## config.mk

```make
export PLATFORM = sky130hd
export DESIGN_NAME = gain_restore_16bit
export DESIGN_NICKNAME = d
export VERILOG_FILES = /design/src/rtl/anc_pkg.sv /design/src/rtl/restoring_div_u.sv /design/src/rtl/gain_restore_16bit.sv
export SDC_FILE = /design/constraint.sdc
export NUM_CORES = 1
export LEC_CHECK = 0
export ABC_AREA = 1
export BUFFER_PORTS_ARGS = -buffer_cell sky130_fd_sc_hd__buf_4
export CORE_ASPECT_RATIO = 1.2
export CORE_MARGIN = 4
export CORE_UTILIZATION = 45
export CTS_BUF_LIST = sky130_fd_sc_hd__clkbuf_4
export DETAILED_ROUTE_END_ITERATION = 10
export PLACE_DENSITY = 0.63
export SYNTH_ARGS = -nofsm -noshare
export SYNTH_HDL_FRONTEND = slang
export SYNTH_SLANG_ARGS = --single-unit
```

## constraint.sdc

```tcl
create_clock -name clk -period 7.1 [get_ports clk]
set_clock_uncertainty 0.15 [all_clocks]
set_input_delay 0.355 -clock clk [delete_from_list [all_inputs] [get_ports clk]]
set_output_delay 0.355 -clock clk [all_outputs]
set_load 0.005 [all_outputs]
```

## src/rtl/anc_pkg.sv

```systemverilog
// Shared definitions for the noise-cancelling signal path.
//   SAMPLE_W          : sample width in bits
//   SAT_MAX / SAT_MIN : signed saturation limits for a sample
//   ATTEN_NUM/DEN     : forward attenuation coefficients (gain restore uses them swapped)
//   state_t           : handshake/datapath FSM states
package anc_pkg;

  localparam int unsigned SAMPLE_W = 16;

  localparam logic signed [SAMPLE_W-1:0] SAT_MAX = 16'sh7FFF;
  localparam logic signed [SAMPLE_W-1:0] SAT_MIN = 16'sh8000;

  localparam int unsigned ATTEN_NUM = 26123;
  localparam int unsigned ATTEN_DEN = 32767;

  typedef enum logic [2:0] {
    IDLE,
    MUL,
    DIV,
    SAT,
    HOLD
  } state_t;

endpackage

```

## src/rtl/restoring_div_u.sv

```systemverilog
// Unsigned iterative restoring divider, one quotient bit per clock.
//   clk, rst  : clock, asynchronous active-high reset
//   start     : load dividend/divisor and begin (single-cycle pulse)
//   dividend  : N_W-bit unsigned numerator
//   divisor   : D_W-bit unsigned, nonzero denominator
//   done      : high during the final iteration cycle; quotient is valid
//               from the following cycle until the next start
//   quotient  : N_W-bit unsigned result
module restoring_div_u #(
  parameter int unsigned N_W = 30,
  parameter int unsigned D_W = 16
) (
  input  logic           clk,
  input  logic           rst,
  input  logic           start,
  input  logic [N_W-1:0] dividend,
  input  logic [D_W-1:0] divisor,
  output logic           done,
  output logic [N_W-1:0] quotient
);

  localparam int unsigned C_W = (N_W > 1) ? $clog2(N_W) : 1;

  logic [N_W-1:0] num;
  logic [D_W-1:0] rem;
  logic [D_W-1:0] dvs;
  logic [C_W-1:0] cnt;
  logic           busy;

  logic [D_W:0]   trial;
  logic           ge;
  logic [D_W-1:0] rem_next;

  always_comb begin
    trial    = {rem, num[N_W-1]};
    ge       = (trial >= {1'b0, dvs});
    rem_next = ge ? D_W'(trial - {1'b0, dvs}) : trial[D_W-1:0];
  end

  // done is combinational so the caller can leave its wait state on the
  // same edge that retires the last quotient bit.
  assign done = busy && (cnt == '0);

  always_ff @(posedge clk or posedge rst) begin
    if (rst) begin
      num      <= '0;
      rem      <= '0;
      dvs      <= '0;
      cnt      <= '0;
      busy     <= 1'b0;
      quotient <= '0;
    end else if (start) begin
      num      <= dividend;
      rem      <= '0;
      dvs      <= divisor;
      cnt      <= C_W'(N_W - 1);
      busy     <= 1'b1;
      quotient <= '0;
    end else if (busy) begin
      num      <= num << 1;
      rem      <= rem_next;
      quotient <= {quotient[N_W-2:0], ge};
      if (cnt == '0) begin
        busy <= 1'b0;
      end else begin
        cnt <= cnt - 1'b1;
      end
    end
  end

endmodule

```

## src/rtl/gain_restore_16bit.sv

```systemverilog
// Gain restore: out1 = in1 * NUM_COEF / DEN_COEF, saturated to signed 16 bits.
// Sign/magnitude split, one multiply, ITER-cycle restoring divide, then
// saturation; valid/ready on both sides, one sample in flight at a time.
//   clk, rst            : clock, asynchronous active-high reset
//   in1, in_valid       : signed input sample and its valid
//   in_ready            : high only while idle
//   out1, out_valid     : signed restored sample, held until out_ready
//   out_ready           : downstream accept
// Optional: define GAIN_RESTORE_ROUND_EN to round half away from zero
// instead of truncating toward zero (latency unchanged).
module gain_restore_16bit
  import anc_pkg::*;
#(
  parameter int unsigned NUM_COEF = ATTEN_DEN,
  parameter int unsigned DEN_COEF = ATTEN_NUM,
  parameter int unsigned ITER     = 30
) (
  input  logic                       clk,
  input  logic                       rst,
  input  logic signed [SAMPLE_W-1:0] in1,
  input  logic                       in_valid,
  output logic                       in_ready,
  output logic signed [SAMPLE_W-1:0] out1,
  output logic                       out_valid,
  input  logic                       out_ready
);

  typedef logic [ITER-1:0] num_t;

  localparam num_t POS_LIM = num_t'(SAT_MAX);
  localparam num_t NEG_LIM = POS_LIM + num_t'(1);
  localparam logic [SAMPLE_W-1:0] DIVISOR = SAMPLE_W'(DEN_COEF);

`ifdef GAIN_RESTORE_ROUND_EN
  localparam num_t BIAS = num_t'(DEN_COEF / 2);
`else
  localparam num_t BIAS = '0;
`endif

  state_t              state;
  logic                sign;
  logic [SAMPLE_W-1:0] mag;
  num_t                num_init;
  num_t                quo;
  logic                div_start;
  logic                div_done;

  // |in1| * NUM_COEF (+ rounding bias) is below 2^30, so the product is kept
  // at ITER bits and every bit is fed through the divider.
  always_comb begin
    num_init = num_t'(mag) * num_t'(NUM_COEF) + BIAS;
  end

  assign div_start = (state == MUL);

  restoring_div_u #(
    .N_W (ITER),
    .D_W (SAMPLE_W)
  ) u_div (
    .clk      (clk),
    .rst      (rst),
    .start    (div_start),
    .dividend (num_init),
    .divisor  (DIVISOR),
    .done     (div_done),
    .quotient (quo)
  );

  always_ff @(posedge clk or posedge rst) begin
    if (rst) begin
      state     <= IDLE;
      sign      <= 1'b0;
      mag       <= '0;
      in_ready  <= 1'b1;
      out_valid <= 1'b0;
      out1      <= '0;
    end else begin
      case (state)
        IDLE: begin
          if (in_valid && in_ready) begin
            sign     <= in1[SAMPLE_W-1];
            // -(-32768) wraps to 16'h8000, which read unsigned is 32768.
            mag      <= in1[SAMPLE_W-1] ? $unsigned(-in1) : $unsigned(in1);
            in_ready <= 1'b0;
            state    <= MUL;
          end
        end
        MUL: begin
          state <= DIV;
        end
        DIV: begin
          if (div_done) begin
            state <= SAT;
          end
        end
        SAT: begin
          if (!sign) begin
            out1 <= (quo > POS_LIM) ? SAT_MAX : $signed(quo[SAMPLE_W-1:0]);
          end else begin
            out1 <= (quo > NEG_LIM) ? SAT_MIN : -$signed(quo[SAMPLE_W-1:0]);
          end
          out_valid <= 1'b1;
          state     <= HOLD;
        end
        HOLD: begin
          if (out_ready) begin
            out_valid <= 1'b0;
            in_ready  <= 1'b1;
            state     <= IDLE;
          end
        end
        default: begin
          state <= IDLE;
        end
      endcase
    end
  end

endmodule

```

==> impl_metrics.yaml, run 1 <==
logic_synthesis:
  synth_area_leaders: "sky130_fd_sc_hd__dfrtp_1, sky130_fd_sc_hd__fa_1, sky130_fd_sc_hd__nand2_1"
  post_synthesis_compound_gate_area_fraction: 0.0731
  most_common_cell_in_the_netlist: "sky130_fd_sc_hd__nand2_1"
  synth_simple_gate_area_share: 0.254
  postSynth.topFlopCell: "sky130_fd_sc_hd__dfrtp_1"
  synthDistinctLibCells: 41
  mappedNetlistArea_um2: 12200
  synthAdderAreaFrac: 0.271
  postSynthCellCount: 1625
  yosys-top-cells-count: "sky130_fd_sc_hd__nand2_1, sky130_fd_sc_hd__inv_1, sky130_fd_sc_hd__nor2_1"
  post_synth_mux_area_share: 0
  netlist.area_leader.share: 0.247
  post-synth-top-area-cell: "sky130_fd_sc_hd__dfrtp_1"
  post_synth_xor_area_fraction: 0.0280
  ys_async_sr_fraction: 1.00
  syn_avg_cell_area_um2: 7.50
  synth_top_family_by_area: "adder cells"
  ys_ff_latch: 121
  yosysSeqAreaShare: 0.249
  ys.warnings.count: 0
  synth-edff-count: 0
  synth_nets: 1846
floorplan:
  die_area_um2: 29800
  die_height_um: 188
  count_of_pins_on_the_block_boundary: 38
  die_width_um: 158
  std_cell_rows: 65
  floorplan.core_area_um2: 26500
  initial_core_util: 0.459
routing:
  drcViolationCount: 0
  drt-vias-per-instance: 5.03
  first_pass_iters: 5
  detail-route-antenna-nets: 0
  drt_iter0_markers: 512
  detail_route.wirelength_mm: 30.4
  detail_route.wl_per_cell_um: 15.0
  overall_via_count_from_detail_route: 10200
global_route:
  first_global_vias: 10500
  grtUsageTotal: 0.216
  grt_max_degree: 76
  number_of_antenna_violations_at_the_first_check_in_global_routing: 1
  global_route.overflow_total: 0
  grt_pass1_wl_mm: 51.5
setup_path:
  critical_path_peak_fanout: 5
  cp_data_arrival_time_ns: 6.10
  timing.critical_path.from_type: "register"
  cp_data_required_time_ns: 7.40
  worstSetupPathType: "register to register"
  critPathCaptureType: "register"
  ff2ff_setup_slack_ns: 1.30
  critPathLaunch: "mag[8]"
  reg2reg_from: "mag[8]"
timing:
  grt_setup_unrepaired: "false"
  fmaxAchievable_ghz: 0.173
  period_share: 0.816
  finalSetupViolations: 0
  worst_pin_slew_ns: 0.957
  period_needed_ns: 5.80
  timing_max_transition_violations_final: 0
  timing.setup.tns_ns: 0
  relSlewSlack: 0.362
  hold_ws_ns: 0.0291
  finalHoldViolCount: 0
clock_tree:
  cts_made_buffers: 17
  clk_transition_reported_paths_ns: 0.14
  clk_root_buf: "sky130_fd_sc_hd__clkbuf_4"
  clock_tree.htree_level_count: 4
  insertion_delay_ns: 0.58
  cts.sinks: 121
  tritoncts: "done"
  cts_max_path_buffers: 2
  cts.repair.resized: 0
placement:
  gp_routability_congestion: 0.917
  place_area_um2: 12700
  dp_hpwl_mm: 24.1
  portBuffers: 37
layout:
  fin_nets: 1896
  final_area_um2: 13200
  postLayoutCoreUtil: 0.499
  area_growth_pct: 8.64
  layout-drive-gt1-share: 0.0705
  nFillCells: 2630
run:
  cap_violations: 0
min_path:
  timing.hold.worst.class: "input pin to register"
  startpoint_of_the_tightest_hold_check_path: "in1[1]"
run_status:
  outcome: "completed"
[kinds of logic (layout without fill, tap and decap cells)]
group,count (synthesis),count (layout)
AO/OA/AOI/OAI,148,148
XOR/XNOR,39,39
adder cells (fa/ha/maj),201,201
buffers and inverters,392,455
flip-flops,121,121
other,0,4
AND/OR/NAND/NOR,724,724
[worst max-delay path, stage by stage (launching register included)]
cell                      delay [ns]
sky130_fd_sc_hd__dfrtp_1        0.47
sky130_fd_sc_hd__fa_1           0.66
sky130_fd_sc_hd__inv_1          0.09
sky130_fd_sc_hd__fa_1           0.53
sky130_fd_sc_hd__inv_1          0.08
sky130_fd_sc_hd__fa_1           0.53
sky130_fd_sc_hd__inv_1          0.05
sky130_fd_sc_hd__fa_1           0.47
sky130_fd_sc_hd__inv_1          0.05
sky130_fd_sc_hd__fa_1           0.52
sky130_fd_sc_hd__inv_1          0.05
sky130_fd_sc_hd__fa_1           0.50
sky130_fd_sc_hd__inv_1          0.04
sky130_fd_sc_hd__ha_1           0.34
sky130_fd_sc_hd__nand2_1        0.10
sky130_fd_sc_hd__nor2_1         0.30
sky130_fd_sc_hd__nand2_1        0.09
sky130_fd_sc_hd__nand2_1        0.23
sky130_fd_sc_hd__nand2_1        0.12
sky130_fd_sc_hd__nand3_1        0.10
sky130_fd_sc_hd__nand2_1        0.06
sky130_fd_sc_hd__nand3_1        0.11
sky130_fd_sc_hd__nand2_1        0.05
[cell type report]
cell class	instances	area (um^2)	share of cell area
clock buffer	17	128	0.00964
antenna	4	10.0	0.000756
multi-input combinational	1112	7620	0.576
timing repair buffer	61	508	0.0384
tap	335	419	0.0317
clock inverter	15	156	0.0118
inverter	362	1360	0.103
sequential	121	3030	0.229
[cell usage in the layout, fill, tap and decap left out, types with 6 or more instances in the layout]
master,synthesis,layout
sky130_fd_sc_hd__nor3_1,7,6
sky130_fd_sc_hd__nand2_1,402,402
sky130_fd_sc_hd__a21o_1,6,6
sky130_fd_sc_hd__nor2_1,130,130
sky130_fd_sc_hd__nand3b_1,10,10
sky130_fd_sc_hd__inv_2,8,8
sky130_fd_sc_hd__or2_2,6,6
sky130_fd_sc_hd__a21oi_1,43,43
sky130_fd_sc_hd__ha_1,97,97
sky130_fd_sc_hd__nand4_1,15,15
sky130_fd_sc_hd__o221ai_1,8,8
sky130_fd_sc_hd__fa_1,104,104
sky130_fd_sc_hd__o21ai_0,32,32
sky130_fd_sc_hd__dfrtp_1,120,120
sky130_fd_sc_hd__nand3_1,126,126
sky130_fd_sc_hd__nand2_2,13,13
sky130_fd_sc_hd__xor2_1,27,27
sky130_fd_sc_hd__buf_4,5,41
sky130_fd_sc_hd__o22ai_1,43,43
sky130_fd_sc_hd__clkbuf_4,0,17
sky130_fd_sc_hd__inv_1,352,351
sky130_fd_sc_hd__xnor2_1,12,12
sky130_fd_sc_hd__dlygate4sd3_1,0,20
[sequential cells by signal, indices dropped and copies added (netlist names)]
register / flops
in_ready: 1
u_div.quotient: 30
out_valid: 1
u_div.num: 30
out1: 16
mag: 16
state: 3
u_div.cnt: 5
sign: 1
u_div.busy: 1
u_div.dvs: 1
u_div.rem: 16
[worst paths after layout]
path                            endpoint  depth (start not counted)
max in group asynchronous  u_div.num[21]                          4
min in group asynchronous  u_div.rem[10]                          3
max                        u_div.num[27]                         22
min                               mag[1]                          5
max reg2reg                u_div.num[27]                         22
min reg2reg                     in_ready                          2
[repair_timing]
action	CTS	global route
hold endpoints to repair	64	0
setup buffers	0	0
hold buffers	20	0
[per-layer routing]
metal	vias up	GRT usage	wire length, um
met5	-	0	0
met3	71	0.0276	769
li1	5125	-	-
met2	181	0.382	15500
met1	4824	0.259	12600
met4	0	0.0948	1410
[metrics by stage]
stage	setup WS, ns	std cells
after global placement	1.37	1971
after detailed placement	1.34	1971
after global routing	0.983	2027
after CTS	1.31	2023
final	1.30	2027
after floorplan	1.77	1625
Power of run 1 is not shown: default switching activity piles up to over one toggle a cycle in this logic, so the estimate is an artifact.
==> run 2, diff against run 1 <==
Settings changed: PLACE_DENSITY 0.63 to 0.65.
Clock period 7.1 ns to 5.1 ns, I/O delays scaled along.
==> run 2 against run 1 <==
Compared with the run above:
- the flow now finishes with violations (negative setup slack)
- critical path depth stayed put
- fmax increased by 9.8%
- die area did not move
- register-to-register slack worse by 1.5 ns
- core utilization is 7.0 points higher
- flip-flop and latch count stayed put
- via count is 6.0% higher
- critical endpoint is now u_div.num[25]
==> impl_metrics.yaml, run 2 (synthesis results as in run 1) <==
timing:
  timing.setup.tns_ns: -2.24
  timing_max_transition_violations_final: 0
  finalSetupViolations: 19
  fmaxAchievable_ghz: 0.189
  period_needed_ns: 5.28
  grt_setup_unrepaired: "true"
  setup_ws_ns: -0.180
  relSlewSlack: 0.406
  finalHoldViolCount: 0
  worst_pin_slew_ns: 0.891
  period_share: 1.04
global_route:
  grtUsageTotal: 0.222
  grt-busiest-layer: "met2"
  use_met2: 0.399
  grt_pass1_wl_mm: 53.3
  met3_usage: 0.0358
  number_of_antenna_violations_at_the_first_check_in_global_routing: 1
  grt_max_degree: 71
  global_route.usage.met1: 0.266
  global_route.overflow_total: 0
  first_global_vias: 11300
clock_tree:
  clk_transition_reported_paths_ns: 0.16
  clk_root_buf: "sky130_fd_sc_hd__clkbuf_4"
  tritoncts: "done"
  clock_tree.htree_level_count: 4
  cts_max_path_buffers: 2
  cts.sinks: 121
  cts_made_buffers: 17
  insertion_delay_ns: 0.60
routing:
  detail_route.wl_per_cell_um: 14.4
  detail_route.wirelength_mm: 31.3
  detail-route-antenna-nets: 0
  drt_iter0_markers: 468
  drcViolationCount: 0
  first_pass_iters: 6
  overall_via_count_from_detail_route: 10800
  drt-vias-per-instance: 4.98
floorplan:
  count_of_pins_on_the_block_boundary: 38
  initial_core_util: 0.459
  die_height_um: 188
  std_cell_rows: 65
  die_width_um: 158
  die_area_um2: 29800
  floorplan.core_area_um2: 26500
layout:
  area_growth_pct: 23.9
  mostFrequentLayoutCell: "sky130_fd_sc_hd__nand2_1"
  mostFrequentLayoutCells: "sky130_fd_sc_hd__nand2_1, sky130_fd_sc_hd__inv_1, sky130_fd_sc_hd__buf_4"
  fin_nets: 2041
  layout_top_registers: "u_div.num x30, u_div.quotient x30"
  layout-drive-gt1-share: 0.229
setup_path:
  timing.critical_path.from_type: "register"
  reg2regPathDepth: 22
  cp_data_required_time_ns: 5.42
  critical_path_peak_fanout: 4
  worstSetupPathType: "register to register"
  critPathCaptureType: "register"
  cp_data_arrival_time_ns: 5.60
run_status:
  outcome: "finished, violations left"
  violations: "negative setup slack"
min_path:
  timing.hold.worst.class: "input pin to async pin"
placement:
  dp_hpwl_mm: 24.5
  portBuffers: 37
  place_worst_setup_slack_ns: -0.505
  gp_routability_congestion: 0.942
run:
  cap_violations: 0
-- run 2: cell types whose count changed in the layout (fill, tap and decap cells not counted), sizes merged --
cell / change
dlygate4sd3: +7
diode: -3
clkbuf: +2
buf: +138
clkinv: +4
inv: -7
clkinvlp: -1
bufinv: +2
-- run 2: through the flow --
step / area, um^2 / std cells / util / hold WS [ns]
after floorplan: 12300 / 1625 / - / 0.226
after global placement: 13700 / 2089 / 0.517 / 0.309
after detailed placement: 13700 / 2089 / 0.517 / 0.314
after CTS: 14800 / 2166 / 0.560 / 0.230
after global routing: 15100 / 2169 / 0.569 / 0.292
final: 15100 / 2169 / 0.569 / 0.225
-- run 2: layer usage --
| metal | vias to the layer above | wire length [um] | share of wire |
|---|---|---|---|
| met5 | - | 0 | 0 |
| li1 | 5404 | - | - |
| met4 | 0 | 1020 | 0.033 |
| met3 | 67 | 953 | 0.030 |
| met2 | 197 | 16300 | 0.52 |
| met1 | 5143 | 13000 | 0.42 |
-- run 2: cell type report --
| class | count | area [um^2] |
|---|---|---|
| Sequential cell | 121 | 3040 |
| Timing Repair Buffer | 206 | 1660 |
| Clock inverter | 13 | 171 |
| Multi-Input combinational cell | 1112 | 8290 |
| Clock buffer | 19 | 143 |
| Tap cell | 335 | 419 |
| Antenna cell | 1 | 2.50 |
| Inverter | 362 | 1360 |
| Fill cell | 2444 | 11400 |
-- run 2: worst paths after layout --
path                       startpoint       endpoint  slack, ns
max                           mag[10]  u_div.num[25]      -0.18
min                               rst  u_div.num[26]       0.23
max reg2reg                   mag[10]  u_div.num[25]      -0.18
min reg2reg                  in_ready       in_ready       0.33
max in group asynchronous         rst        mag[12]       3.54
min in group clk               in1[0]         mag[0]       0.31
-- run 2: what timing repair did --
| item | CTS | global route |
|---|---|---|
| pin swaps | 72 | 44 |
| hold buffers | 27 | 0 |
| endpoints found under the setup margin | 20 | 21 |
| gates cloned | 0 | 0 |
| resized for setup | 113 | 69 |
| setup buffers | 18 | 3 |
| endpoints found under the hold margin | 87 | 0 |
-- run 2: worst max-delay path, stage by stage (launching register included) --
cell and delay (ns):
sky130_fd_sc_hd__dfrtp_2 0.46, sky130_fd_sc_hd__buf_12 0.14, sky130_fd_sc_hd__fa_2 0.61, sky130_fd_sc_hd__inv_2 0.05
sky130_fd_sc_hd__fa_1 0.51, sky130_fd_sc_hd__inv_2 0.06, sky130_fd_sc_hd__fa_1 0.52, sky130_fd_sc_hd__fa_2 0.45
sky130_fd_sc_hd__fa_1 0.51, sky130_fd_sc_hd__inv_2 0.04, sky130_fd_sc_hd__fa_1 0.48, sky130_fd_sc_hd__inv_2 0.05
sky130_fd_sc_hd__ha_4 0.30, sky130_fd_sc_hd__nand2_4 0.08, sky130_fd_sc_hd__nor2_4 0.18, sky130_fd_sc_hd__buf_12 0.13
sky130_fd_sc_hd__nand2_2 0.04, sky130_fd_sc_hd__nor2_1 0.07, sky130_fd_sc_hd__nand2_1 0.08, sky130_fd_sc_hd__nand3b_1 0.10
sky130_fd_sc_hd__nand2_1 0.05, sky130_fd_sc_hd__nand3_1 0.06, sky130_fd_sc_hd__nand2_1 0.06
Power of run 2 is left out for the same reason.
==> run 3, diff against run 2 <==
Settings changed: CORE_UTILIZATION 45 to 59, PLACE_DENSITY 0.65 to 0.81.
==> run 3 against run 2 <==
Compared with the run above:
- critical path type unchanged
- via count rose by 7.1%
- die area fell by 23%
- the flow still finishes with violations (negative setup slack)
- wire length rose by 13%
- highest routed layer unchanged
- first-iteration DRC count rose by 110%
- fmax shrank 3.1%
- sequential share of layout area is 0.30 points higher
- flip-flop and latch count unchanged
==> impl_metrics.yaml, run 3 (synthesis results as in run 1) <==
setup_path:
  worstSetupPathType: "register to register"
  critical_path_peak_fanout: 4
  critical_path.cell_chain: "inv_2, fa_1, buf_4, fa_1, inv_2, fa_1, fa_1, fa_1, inv_1, fa_1, inv_1, ha_4, nand2_4, nor2_4, nand3_2, nand3_4, nand2_2, nand3_2, nand2_1, nand3_2, nand2_1"
  maximum_single_stage_delay_on_the_critical_path_ns: 0.59
  crit_buf_inv: 5
  critPathTopFamily: "adder cells"
  reg2reg_from: "mag[6]"
  cp_data_arrival_time_ns: 5.79
  critPathLaunch: "mag[6]"
  timing.critical_path.from_type: "register"
  ff2ff_setup_slack_ns: -0.35
  path_common_cell: "sky130_fd_sc_hd__fa_1"
  cp_slowest_cell: "sky130_fd_sc_hd__fa_1"
  critPathCaptureType: "register"
  cp_data_required_time_ns: 5.44
floorplan:
  std_cell_rows: 57
  die_height_um: 165
  initial_core_util: 0.601
  floorplan.core_area_um2: 20300
  count_of_pins_on_the_block_boundary: 38
  die_area_um2: 23000
  die_width_um: 139
global_route:
  grt_max_degree: 70
  first_global_vias: 11700
  grtUsageTotal: 0.306
  global_route.overflow_total: 0
  grt_pass1_wl_mm: 56.5
  number_of_antenna_violations_at_the_first_check_in_global_routing: 1
layout:
  mostFrequentLayoutCells: "sky130_fd_sc_hd__nand2_1, sky130_fd_sc_hd__inv_1, sky130_fd_sc_hd__buf_4"
  mostFrequentLayoutCell: "sky130_fd_sc_hd__nand2_1"
  layout_top_registers: "u_div.num x30, u_div.quotient x30"
  area_growth_pct: 22.2
  fin_nets: 2026
  final_area_um2: 14900
  layout-drive-gt1-share: 0.223
routing:
  drt_iter0_markers: 979
  overall_via_count_from_detail_route: 11600
  detail_route.wirelength_mm: 35.5
  drt-vias-per-instance: 5.56
  detail-route-antenna-nets: 0
  detail_route.wl_per_cell_um: 17.0
  drcViolationCount: 0
  first_pass_iters: 9
timing:
  period_needed_ns: 5.45
  hold_ws_ns: 0.279
  timing.setup.tns_ns: -5.07
  finalHoldViolCount: 0
  worst_pin_slew_ns: 0.968
  fmaxAchievable_ghz: 0.183
  grt_setup_unrepaired: "true"
  timing_max_transition_violations_final: 0
  period_share: 1.07
  finalSetupViolations: 19
  setup_ws_ns: -0.350
  relSlewSlack: 0.354
clock_tree:
  tritoncts: "done"
  insertion_delay_ns: 0.58
  cts.sinks: 121
  clk_transition_reported_paths_ns: 0.14
  cts_made_buffers: 17
  clock_tree.htree_level_count: 4
  cts_max_path_buffers: 2
  clk_root_buf: "sky130_fd_sc_hd__clkbuf_4"
run_status:
  outcome: "finished, violations left"
  violations: "negative setup slack"
placement:
  portBuffers: 37
  place_area_um2: 13500
  dp_hpwl_mm: 24.3
  gp_routability_congestion: 0.946
run:
  cap_violations: 0
min_path:
  timing.hold.worst.class: "input pin to async pin"
run 3: changes by cell type in the layout (fill, tap and decap cells not counted), moves of 4 or more:
cell	change
sky130_fd_sc_hd__a21oi_2	-4
sky130_fd_sc_hd__buf_4	-16
sky130_fd_sc_hd__clkinv_4	-5
sky130_fd_sc_hd__fa_1	-5
sky130_fd_sc_hd__fa_2	+5
sky130_fd_sc_hd__ha_1	-6
sky130_fd_sc_hd__ha_4	+5
sky130_fd_sc_hd__nand2_1	+5
sky130_fd_sc_hd__nor2_2	-4
run 3: per-layer routing:
metal  GRT usage  vias up  wire (um)
met5           0        -          0
met4       0.132        0       2280
met1       0.356     5477      13200
met3      0.0435      188       1850
met2       0.565      534      18100
li1            -     5375          -
run 3: repair_timing:
item / 4_1_cts / 5_1_grt
buffers inserted: 14 / 7
setup endpoints to repair: 20 / 20
gates cloned: 0 / 0
endpoints found under the hold margin: 87 / 0
resized for setup: 108 / 77
pin swaps: 87 / 51
hold buffers: 29 / 0
run 3: through the flow:
stage,utilization,cells,setup WS [ns]
after floorplan,-,1625,-0.00670
after global placement,0.665,2001,-0.339
after detailed placement,0.665,2001,-0.423
after CTS,0.720,2074,-0.166
after global routing,0.735,2082,-0.467
final,0.735,2082,-0.350
run 3: worst min-delay path: cells and delay by family:
kind | cells | cell delay, ns
buffers and inverters | 3 | 1.31
run 3: worst paths after layout:
check / to / depth (start not counted)
min in group clk: in_ready / 2
setup / recovery: u_div.num[29] / 21
hold reg to reg: in_ready / 2
setup reg to reg: u_div.num[29] / 21
hold / removal: u_div.rem[0] / 3
max in group asynchronous: out1[6] / 4
run 3: layout make-up:
| class | count | area (um^2) |
|---|---|---|
| Multi-Input combinational cell | 1112 | 8340 |
| Inverter | 362 | 1360 |
| Antenna cell | 1 | 2.50 |
| Tap cell | 265 | 332 |
| Sequential cell | 121 | 3040 |
| Clock inverter | 12 | 128 |
| Fill cell | 1463 | 5370 |
| Clock buffer | 18 | 135 |
| Timing Repair Buffer | 191 | 1540 |
Power of run 3 is left out for the same reason.
